`src/rtl/mul_share_arbiter.sv`:
```
// Round-robin front end that shares one pipelined 16x16 multiplier among NUM_REQ requesters,
// tagging each issue with its requester ID so the product lands in that requester's response register.
module mul_share_arbiter #(
    parameter int unsigned NUM_REQ = 4,
    parameter int unsigned LATENCY = 2,
    parameter int unsigned ID_W    = $clog2(NUM_REQ)
) (
    input  logic                    clock,
    input  logic                    reset,
    input  logic [NUM_REQ-1:0]      req_valid,
    output logic [NUM_REQ-1:0]      req_ready,
    input  logic [NUM_REQ*16-1:0]   req_in0,
    input  logic [NUM_REQ*16-1:0]   req_in1,
    output logic [NUM_REQ-1:0]      rsp_valid,
    input  logic [NUM_REQ-1:0]      rsp_ready,
    output logic [NUM_REQ*16-1:0]   rsp_data,
    output logic [15:0]             mul_in0,
    output logic [15:0]             mul_in1,
    output logic                    mul_valid_in,
    input  logic [15:0]             mul_out,
    input  logic                    mul_valid_out,
    output logic                    idle,
    output logic                    error
);

    localparam int unsigned MASK_W = $clog2(LATENCY + 1);

    logic [NUM_REQ-1:0]    busy_q, busy_d;
    logic [NUM_REQ-1:0]    elig;
    logic [NUM_REQ-1:0]    rsp_hs;
    logic [ID_W-1:0]       rr_q, rr_d;
    logic                  gnt_v;
    logic [ID_W-1:0]       gnt_id;
    logic [31:0]           idx;

    logic [LATENCY-1:0]    tag_v_q, tag_v_d;
    logic [ID_W-1:0]       tag_id_q [LATENCY];
    logic [ID_W-1:0]       tag_id_d [LATENCY];
    logic                  tag_last_v;
    logic [ID_W-1:0]       tag_last_id;

    logic [NUM_REQ-1:0]    rsp_valid_q, rsp_valid_d;
    logic [NUM_REQ*16-1:0] rsp_data_q, rsp_data_d;

    logic [MASK_W-1:0]     mask_q, mask_d;
    logic                  error_q, error_d;

    assign elig        = req_valid & ~busy_q;
    assign rsp_hs      = rsp_valid_q & rsp_ready;
    assign tag_last_v  = tag_v_q[LATENCY-1];
    assign tag_last_id = tag_id_q[LATENCY-1];

    // Search starts one past the last winner, so the previous winner has lowest priority.
    always_comb begin
        gnt_v     = 1'b0;
        gnt_id    = '0;
        idx       = '0;
        req_ready = '0;
        for (int unsigned off = 1; off <= NUM_REQ; off++) begin
            idx = (32'(rr_q) + off) % NUM_REQ;
            if (!gnt_v && elig[idx[ID_W-1:0]]) begin
                gnt_v  = 1'b1;
                gnt_id = idx[ID_W-1:0];
            end
        end
        if (gnt_v) begin
            req_ready[gnt_id] = 1'b1;
        end
    end

    always_comb begin
        mul_valid_in = gnt_v;
        mul_in0      = '0;
        mul_in1      = '0;
        if (gnt_v) begin
            mul_in0 = req_in0[{gnt_id, 4'b0000} +: 16];
            mul_in1 = req_in1[{gnt_id, 4'b0000} +: 16];
        end
    end

    always_comb begin
        busy_d      = (busy_q | req_ready) & ~rsp_hs;
        rr_d        = gnt_v ? gnt_id : rr_q;

        tag_v_d     = '0;
        tag_v_d[0]  = gnt_v;
        tag_id_d[0] = gnt_id;
        for (int unsigned s = 1; s < LATENCY; s++) begin
            tag_v_d[s]  = tag_v_q[s-1];
            tag_id_d[s] = tag_id_q[s-1];
        end

        // Busy keeps a requester from reissuing, so a writeback never meets a pending result.
        rsp_valid_d = rsp_valid_q & ~rsp_hs;
        rsp_data_d  = rsp_data_q;
        if (tag_last_v) begin
            rsp_valid_d[tag_last_id]                = 1'b1;
            rsp_data_d[{tag_last_id, 4'b0000} +: 16] = mul_out;
        end

        // Multiplier valid flops are not reset, so their output is ignored until they flush.
        mask_d  = (mask_q != '0) ? mask_q - 1'b1 : mask_q;
        error_d = error_q | ((mask_q == '0) && (mul_valid_out != tag_last_v));
    end

    always_ff @(posedge clock or posedge reset) begin
        if (reset) begin
            busy_q      <= '0;
            rr_q        <= ID_W'(NUM_REQ - 1);
            tag_v_q     <= '0;
            for (int unsigned s = 0; s < LATENCY; s++) begin
                tag_id_q[s] <= '0;
            end
            rsp_valid_q <= '0;
            rsp_data_q  <= '0;
            mask_q      <= MASK_W'(LATENCY);
            error_q     <= 1'b0;
        end else begin
            busy_q      <= busy_d;
            rr_q        <= rr_d;
            tag_v_q     <= tag_v_d;
            tag_id_q    <= tag_id_d;
            rsp_valid_q <= rsp_valid_d;
            rsp_data_q  <= rsp_data_d;
            mask_q      <= mask_d;
            error_q     <= error_d;
        end
    end

    assign rsp_valid = rsp_valid_q;
    assign rsp_data  = rsp_data_q;
    assign idle      = (busy_q == '0) && (tag_v_q == '0);
    assign error     = error_q;

endmodule

```
`config.mk`:
```
export PLATFORM = sky130hd
export DESIGN_NAME = mul_share_arbiter
export DESIGN_NICKNAME = d
export VERILOG_FILES = /design/src/rtl/mul_share_arbiter.sv
export SDC_FILE = /design/constraint.sdc
export NUM_CORES = 1
export LEC_CHECK = 0
export ABC_AREA = 1
export CORE_MARGIN = 3
export CORE_UTILIZATION = 30
export CTS_CLUSTER_DIAMETER = 50
export DETAILED_ROUTE_END_ITERATION = 10
export PLACE_DENSITY = 0.7
export SLEW_MARGIN = 20
export SYNTH_ARGS = -nofsm -noshare
export SYNTH_HDL_FRONTEND = slang
export SYNTH_SLANG_ARGS = --single-unit
export TNS_END_PERCENT = 100
```
`constraint.sdc`:
```
create_clock -name clock -period 3.46 [get_ports clock]
set_input_delay 0.692 -clock clock [delete_from_list [all_inputs] [get_ports clock]]
set_output_delay 0.692 -clock clock [all_outputs]
set_load 0.02 [all_outputs]
```
# --- Word-level counts from Yosys, hierarchy flattened ---
# Cells that the tools add are included.
op_classes:
  n_addsub: 6
  magnitude_cmp: 8
  eq_ne: 1
  n_shift: 4
  n_mux: 25
  bitwise: 9
  n_reduce_logical: 14
op_table:
  columns: ["operator", "count"]
  rows:
  - ["64-bit by 7-bit variable part select with 16-bit output", 2]
  - ["64-bit bitwise mux", 1]
  - ["16-bit by 8-bit variable shift with 64-bit output (first input constant)", 1]
  - ["16-bit by 8-bit variable part select with 64-bit output", 1]
  - ["16-bit 2-to-1 mux", 2]
  - ["2-bit by 3-bit < comparator with 1-bit output (second input constant)", 6]
  - ["4-bit bitwise AND", 4]
  - ["1-bit 2-to-1 mux", 10]
  - ["1-bit binary-select mux with 2-bit select", 4]
  - ["2-bit 2-to-1 mux", 4]
  - ["4-bit 2-to-1 mux", 2]
  - ["6-bit negation with 8-bit output", 1]
  - ["4-bit NOT", 2]
  - ["4-bit OR", 2]
  - ["1-bit logical AND", 7]
  - ["2-bit by 1-bit adder with 2-bit output (second input constant)", 2]
  - ["2-bit adder (second input constant)", 2]
  - ["1-bit demux with 2-bit select", 2]
  - ["2-bit by 1-bit greater-or-equal comparator with 1-bit output (second input constant)", 2]
  - ["2-bit logical NOT", 2]
  - ["4-bit logical NOT", 1]
  - ["1-bit logical NOT", 3]
  - ["2-bit nonzero test", 1]
  - ["2-bit by 1-bit subtractor with 2-bit output (second input constant)", 1]
  - ["2 further kinds", 2]
totals:
  ff_bits: 83
  inputBits: 155
  out_inout_bits: 107
  word_cells: 76

# --- Logic depth before layout (Yosys ltp) ---
# Gate-level depths: netlist of the first run.
depth:
  depth_word: 21
  mapped_depth: 16
  depth_no_buf: 12

# --- Least setup slack after synthesis of the first run ---
# Ideal clock, no wire load.
synth_path:
  kind: "register to output"
  start: "register rr_q[0]"
  end: "output port mul_in0[15]"
  arrival_ns: 2.119
  t_required_ns: 2.768
  path_slack_ns: 0.649
  path_stages_with_launch: 15
  n_path_buf: 4
  path_cell_list: "dfstp_2 buf_6 inv_4 buf_6 nand3_2 nand2_1 nand2_2 nand2_4 nor2_8 nand4_4 buf_6 buf_6 nand4_1 nand3_1 a21oi_1"
synth_between:
  elab_chain_len: 15
  word_cells_on_any_way: 28
  classes_between: "add/sub (4); shift (1); mux (17); reduce/logical (6)"
synth_lines:
  columns: ["element", "line", "source"]
  rows:
  - ["start: declaration", "31", "logic [ID_W-1:0] rr_q, rr_d;"]
  - ["start signal: assignment", "109", "rr_q <= ID_W'(NUM_REQ - 1);"]
  - ["start signal: assignment", "120", "rr_q <= rr_d;"]
  - ["2-bit by 1-bit adder with 2-bit output", "60", "idx = (32'(rr_q) + off) % NUM_REQ;"]
  - ["1-bit binary-select mux with 2-bit select", "61", "if (!gnt_v && elig[idx[ID_W-1:0]]) begin"]
  - ["1-bit 2-to-1 mux (not written as such)", "61", null]
  - ["1-bit 2-to-1 mux", "61", null]
  - ["1-bit logical NOT", "61", null]
  - ["1-bit logical AND", "61", null]
  - ["1-bit 2-to-1 mux", "61", null]
  - ["1-bit logical NOT", "61", null]
  - ["1-bit logical AND", "61", null]
  - ["1-bit 2-to-1 mux", "61", null]
  - ["1-bit logical NOT", "61", null]
  - ["1-bit logical AND", "61", null]
  - ["2-bit 2-to-1 mux", "61", null]
  - ["64-bit by 7-bit variable part select with 16-bit output", "76", "mul_in0 = req_in0[{gnt_id, 4'b0000} +: 16];"]
  - ["16-bit 2-to-1 mux (*)", "75", "if (gnt_v) begin"]
  - ["end: declaration", "17", "output logic [15:0] mul_in0,"]
# Mark *: on every way between the ends. The rest lies on a longest branch, timed or not. The select of a mux whose other input is x is not followed.

# --- Final worst setup path of the first run ---
# Ends and elaborated chain as after synthesis.

==> results of run 1 <==
[path summary, 6_finish.rpt]
check,startpoint,endpoint,slack (ns),cells after the start
max in group asynchronous,reset,mask_q[1],1.94,3
min in group asynchronous,reset,rsp_data[35],0.80,2
worst min-delay path,tag_id_d[0],tag_last_id[0],0.35,0
worst max-delay path,rr_q[0],mul_in0[15],0.15,14
worst max register to register,tag_last_id[0],rsp_data[47],1.01,6
worst min register to register,tag_id_d[0],tag_last_id[0],0.35,0
[flip-flops by register name, indices dropped and copies added (netlist names)]
register	cells
rsp_data	64
rr_q	2
rsp_valid	4
busy_q	4
mask_q	2
tag_id_d	2
tag_last_id	2
error	1
tag_v_q	2
[metrics by stage]
step	cell area, um^2	hold slack [ns]	std cells	util, %
floorplan	5540	0.331	768	-
global placement	8620	0.332	1253	47.8
detailed placement	8620	0.342	1253	47.8
CTS	8840	0.353	1274	49.0
global route	9010	0.364	1282	50.0
finish	9010	0.354	1282	50.0
[area by class of cell]
class	instances	area (um^2)
clock buffer	10	229
inverter	108	415
sequential	83	2080
tap	229	287
fill	1775	9010
timing repair buffer	325	3210
multi-input combinational	520	2720
clock inverter	6	66.3
antenna	1	2.50
[metal layers]
layer	routed length (um)	share of wire, %
met4	374	1.8
met3	1980	9.7
met2	9720	48
met1	8330	41
met5	13	0.064
[layout by cell type, fill, tap and decap left out, drive strengths merged]
cell / netlist / routed
nand2: 225 / 225
clkdlybuf4s50: 0 / 221
inv: 108 / 106
nand4: 99 / 99
buf: 44 / 94
dfrtp: 80 / 80
o21ai: 72 / 72
nand3: 67 / 67
a21oi: 33 / 33
clkbuf: 13 / 13
ha: 9 / 9
nor2: 7 / 7
clkinvlp: 0 / 4
dlymetal6s2s: 0 / 4
a22oi: 3 / 3
dfstp: 3 / 3
dlygate4sd2: 0 / 3
clkinv: 0 / 3
diode: 0 / 1
a21boi: 1 / 1
or2: 1 / 1
a31o: 1 / 1
nor3: 1 / 1
xnor2: 1 / 1
bufinv: 0 / 1
[logic make-up (layout without fill, tap and decap cells)]
| kind of cell | Yosys count | after routing | synth area share (%) |
|---|---|---|---|
| simple gates | 400 | 400 | 35.5 |
| compound gates | 110 | 110 | 10.2 |
| buf+inv | 165 | 449 | 14.5 |
| flops | 83 | 83 | 37.6 |
| xor+xnor | 1 | 1 | 0.158 |
| other cells | 0 | 1 | 0 |
| fa+ha+maj | 9 | 9 | 2.03 |
[worst register-to-register path: stages (launching register included)]
cell and delay [ns]:
dfrtp_1 0.52, inv_1 0.24, ha_1 0.18, nand2_1 0.38, nor2_1 0.21, nand3_1 0.44
o21ai_0 0.38
[Yosys cell counts (2+ instances only)]
| cell | n | area [um^2] |
|---|---|---|
| nand3_4 | 3 | 52.6 |
| clkbuf_1 | 13 | 48.8 |
| buf_6 | 19 | 214 |
| a21oi_1 | 33 | 165 |
| nand3_1 | 59 | 295 |
| ha_1 | 9 | 113 |
| nand3_2 | 5 | 50.1 |
| dfstp_2 | 3 | 78.8 |
| nand2_1 | 214 | 803 |
| buf_2 | 19 | 95.1 |
| nand4_1 | 98 | 613 |
| buf_4 | 4 | 30.0 |
| dfrtp_1 | 80 | 2000 |
| inv_2 | 2 | 7.51 |
| nand2_4 | 2 | 22.5 |
| nand2_2 | 9 | 56.3 |
| a22oi_1 | 3 | 22.5 |
| inv_1 | 105 | 394 |
| buf_1 | 2 | 7.51 |
| o21ai_0 | 72 | 360 |
| nor2_1 | 6 | 22.5 |
[repair_timing]
| item | in CTS | in global routing |
|---|---|---|
| gates cloned | 0 | 2 |
| hold buffers | 0 | 0 |
| resized for setup | 132 | 45 |
| pin swaps | 2 | 7 |
| setup buffers | 5 | 5 |
| setup endpoints to repair | 36 | 37 |
[power by group]
group,total (mW),switching (mW),internal (mW)
combinational,9.03,5.24,3.80
sequential,1.58,0.243,1.34
clock,0.938,0.379,0.559
==> reports/qor.txt, run 1 <==
Yosys cell types = 29
Post-Syn Area = 0.00554 mm^2
Largest net degree at the start of global routing = 45
Overall routing resource usage = 19.1%
Pre-CTS setup slack = -0.394 ns
Final Power = 11.6 mW
Setup Crit Path Kind = reg2out
Routed length per instance = 15.9 um
Global route hottest layer = met2
Crit path max-delay family = simple AND/OR/NAND/NOR gates
Slew Limit Fails = 0
Grt met3 use = 5.70%
Htree depth = 3
CP required = 2.77 ns
Worst-path cell chain = buf_4, nand3_2, nand2_2, nand2_2, nand2_4, nand2_1, nand2_1, nand2_4, buf_12, buf_4, nand4_1, nand3_1, a21oi_2, buf_4
Full die area = 0.0201 mm^2
Synth Flop Type = dfrtp_1
Core box area = 0.0180 mm^2
Yosys warnings = 0
Vert. Die Dim = 142 um
Normalized max-slew margin = 38.3%
Nets = 1,211
Clock skew = 0.00606 ns
Reg clk slew, reported paths = 0.06 ns
# setup viols final = 0
Post-synth ARST share = 100%
Slowest Stage Delay on Critical Path = 0.59 ns
CP dominant cell by count = buf_4
Clock latency on the worst-skew pair = 0.34 ns
RSZ-0062 raised after global routing = false
Min cycle time layout = 3.31 ns
Detail Route Antenna Nets = 0
Clock Tree Buf Depth = 2
Critical Path AT = 2.62 ns
Number of global-route vias before repair = 6,138
Worst min path class = reg2reg
Final setup margin = 0.152 ns
Initial antenna violation count = 2
# IOs = 262
Gr ovfl total = 0
Drc violations = 0
Clock sinks = 83
CP Buf/Inv Count = 4
Hpwl dp = 15,700 um
Period utilization = 95.6%
Die Span X = 142 um
Drt first pass iters = 5
Syn_nets = 932
GR Layer Usage met2 = 32.4%
Vias after detailed routing = 6,443
First-pass GRT wire length = 31,400 um
Post-Synthesis Cells = 768
CP Max Fanout = 8
EDFF count, synth = 0
Slowest CP cell = dfstp_2
Leakage = 4.30 nW
Share of cells above drive strength 1 = 15.0%
Power per cell area = 1280 mW/mm^2
Outcome = completed
Hold Fails Final Rpt = 0
GP Congestion = 0.964
Slew @ Worst Pin = 0.922 ns
Initial detailed-routing violation count = 275
CTS Buf Count = 9
Max-Cap Viols = 0
Post-synthesis sequential area ratio = 37.6%
CP startpoint kind = flop
Flops & latches, synth = 83
CP Capture Type = output pin
Area grow syn2layout = 62.7%
Fmax = 302 MHz
CTS tree = built
IO buf count = 261
Final wirelength = 20,400 um
Sum of negative setup slack = 0 ns
Starting Density = 30.7%
Vias per cell = 5.03
Global-route met1 utilization = 23.7%
Maximum vdd drop = 0.000704 V
Clock root cell = clkbuf_16
Site Rows = 49
Synthesized area per cell = 7.21 um^2
Power figures use the tool's default switching activity.
==> run 2, diff against run 1 <==
CORE_UTILIZATION = 42   (was 30)
PLACE_DENSITY = 0.9   (was 0.7)
==> reports/qor.txt, run 2 (synthesis results as in run 1) <==
Outcome = completed
# setup viols final = 0 (unchanged)
Final setup margin = 0.120 ns (-0.0313 ns)
Overall routing resource usage = 27.2% (+8.0 points)
Hold EP = tag_last_id[1]
IO buf count = 261 (unchanged)
Hold Fails Final Rpt = 0 (unchanged)
Final Power = 11.4 mW (-1.3%)
Drt first pass iters = 5 (unchanged)
Global route hottest layer = met2
Detail Route Antenna Nets = 0 (unchanged)
CP startpoint kind = flop
Die Span X = 121 um (-15%)
Hold Crit Start = tag_id_d[1]
Pre-CTS setup slack = -0.447 ns (-0.0533 ns)
# IOs = 262 (unchanged)
Setup Crit Path Kind = reg2out
Clock latency on the worst-skew pair = 0.34 ns (about the same)
Global-route met1 utilization = 30.9% (+7.2 points)
GR Layer Usage met2 = 47.7% (+15 points)
Normalized max-slew margin = 44.1% (+5.7 points)
Worst r2r src = tag_last_id[0]
Commonest non-fill, non-tap cell in the layout = clkdlybuf4s50_1
CP required = 2.77 ns (about the same)
Worst-path cell chain = buf_6, nand2_1, nand2_2, nand3_1, nand2_1, nand3_2, nand2_4, nand3_4, buf_12, buf_4, nand2_1, nand3_1, a21oi_1, buf_4
Max-Cap Viols = 0 (unchanged)
Clock Power Share = 8.6% (+0.5 points)
Drc violations = 0 (unchanged)
Psw = 5.87 mW (+0.21%)
R2r endpoint = rsp_data[41]
Full die area = 0.0146 mm^2 (-27%)
Largest net degree at the start of global routing = 36 (-20%)
GP Congestion = 0.913 (-5.3%)
Max reg flops = 64 (unchanged)
Initial detailed-routing violation count = 542 (+97%)
Grt met3 use = 6.08% (+0.38 points)
Worst min path class = reg2reg
Clock skew = 0.00947 ns (+0.00341 ns)
Slew Limit Fails = 0 (unchanged)
Fill count = 981 (-45%)
WHS = 0.348 ns (-0.00668 ns)
Fmax = 299 MHz (-0.94%)
Initial antenna violation count = 3 (+1)
Area grow syn2layout = 61.9%
Clock sinks = 83 (unchanged)
Period utilization = 96.5% (+0.90 points)
Slowest CP cell = dfstp_2
Critical Path AT = 2.65 ns (+0.03 ns)
Htree depth = 3 (unchanged)
Worst Reg-to-Reg Cells = 6 (unchanged)
Sum of negative setup slack = 0 ns (unchanged)
Site Rows = 41 (-16%)
CP Capture Type = output pin
Number of global-route vias before repair = 6,585 (+7.3%)
CP dominant cell by count = nand2_1
Sequential share of power = 14.0% (+0.3 points)
Internal power = 5.53 mW (-2.9%)
Vias after detailed routing = 6,728 (+4.4%)
R2R setup slack = 0.93 ns (-0.08 ns)
First-pass GRT wire length = 31,800 um (+1.2%)
Leakage = 4.31 nW (+0.17%)
Net Sw Frac = 51.5% (+0.80 points)
Power per cell area = 1270 mW/mm^2 (-0.80%)
Reg clk slew, reported paths = 0.06 ns (about the same)
Most frequent cells in the layout = clkdlybuf4s50_1, nand2_1, inv_1, nand4_1, dfrtp_1
CTS tree = built
Final wirelength = 21,000 um (+3.0%)
Clock Tree Buf Depth = 2 (unchanged)
Clock root cell = clkbuf_16
Maximum vdd drop = 0.000967 V (+37%)
Min cycle time layout = 3.34 ns (+0.0313 ns)
Routed length per instance = 17.1 um (+7.5%)
CP Max Fanout = 15 (+7)
Nets = 1,211 (unchanged)
Share of cells above drive strength 1 = 15.0% (unchanged)
Comb pwr share = 77.5% (-0.7 points)
Starting Density = 43.4% (+13 points)
Hpwl dp = 15,200 um (-3.1%)
Slowest Stage Delay on Critical Path = 0.62 ns (+0.03 ns)
CTS Buf Count = 9 (unchanged)
Vert. Die Dim = 121 um (-15%)
Core box area = 0.0128 mm^2 (-29%)
Gr ovfl total = 0 (unchanged)
Worst hold path depth = 0 (unchanged)
Vias per cell = 5.48 (+9.0%)
Placed cell areas = 0.00850 mm^2 (-1.4%)
Slew @ Worst Pin = 0.836 ns (-0.0855 ns)
Post-route cell area = 0.00896 mm^2 (-0.54%)
==> run 2: routing by layer <==
layer,up-vias,wire length (um)
met5,-,0
met4,0,1010
met3,86,1860
met2,448,10600
met1,3079,7510
li1,3115,-
==> run 2: power groups by stage <==
stage                     registers [mW]  clock network [mW]  logic [mW]
after floorplan                     1.89                   0        4.77
after global placement              1.58                   0        8.80
after detailed placement            1.60                   0        8.93
after CTS                           1.59               0.983        8.79
after global routing                1.63                1.03        9.49
final                               1.59               0.977        8.83
==> run 2: per-stage QoR <==
| step | util [%] | std cells |
|---|---|---|
| after CTS | 69.4 | 1213 |
| after detailed placement | 66.5 | 1196 |
| after floorplan | - | 768 |
| after global routing | 70.2 | 1227 |
| after global placement | 66.5 | 1196 |
| final | 70.2 | 1228 |
==> run 2: worst max path at each step <==
stage	slack, ns	end	start
after global placement	-0.40	mul_in1[0]	req_valid[0]
after global routing	-0.005	mul_in1[4]	rr_q[0]
after detailed placement	-0.45	mul_in0[11]	req_valid[3]
after CTS	0.0008	mul_in0[13]	req_valid[0]
after floorplan	0.64	busy_q[0]	reset
final	0.12	mul_in1[15]	rr_q[0]
==> run 2: critical path, delay by kind of cell, from the launching register on <==
family                 cells  cell delay [ns]
AOI/OAI and AO/OA          1             0.15
buffers and inverters      4             0.60
DFF                        1             0.62
and+or+nand+nor            9             0.94
==> run 2: layout make-up <==
type	count	area, um^2	share of cell area [%]
Multi-Input combinational cell	522	2720	30.3
Clock buffer	9	225	2.51
Tap cell	172	215	2.40
Sequential cell	83	2080	23.2
Clock inverter	7	82.6	0.921
Inverter	108	409	4.56
Timing Repair Buffer	323	3220	36.0
Antenna cell	4	10.0	0.112
==> run 2: timing repair <==
action	in CTS	in global routing
hold buffers	0	0
gates resized for setup	118	50
cloned	1	5
pin swaps	6	12
endpoints found under the setup margin	36	37
setup buffers	0	6
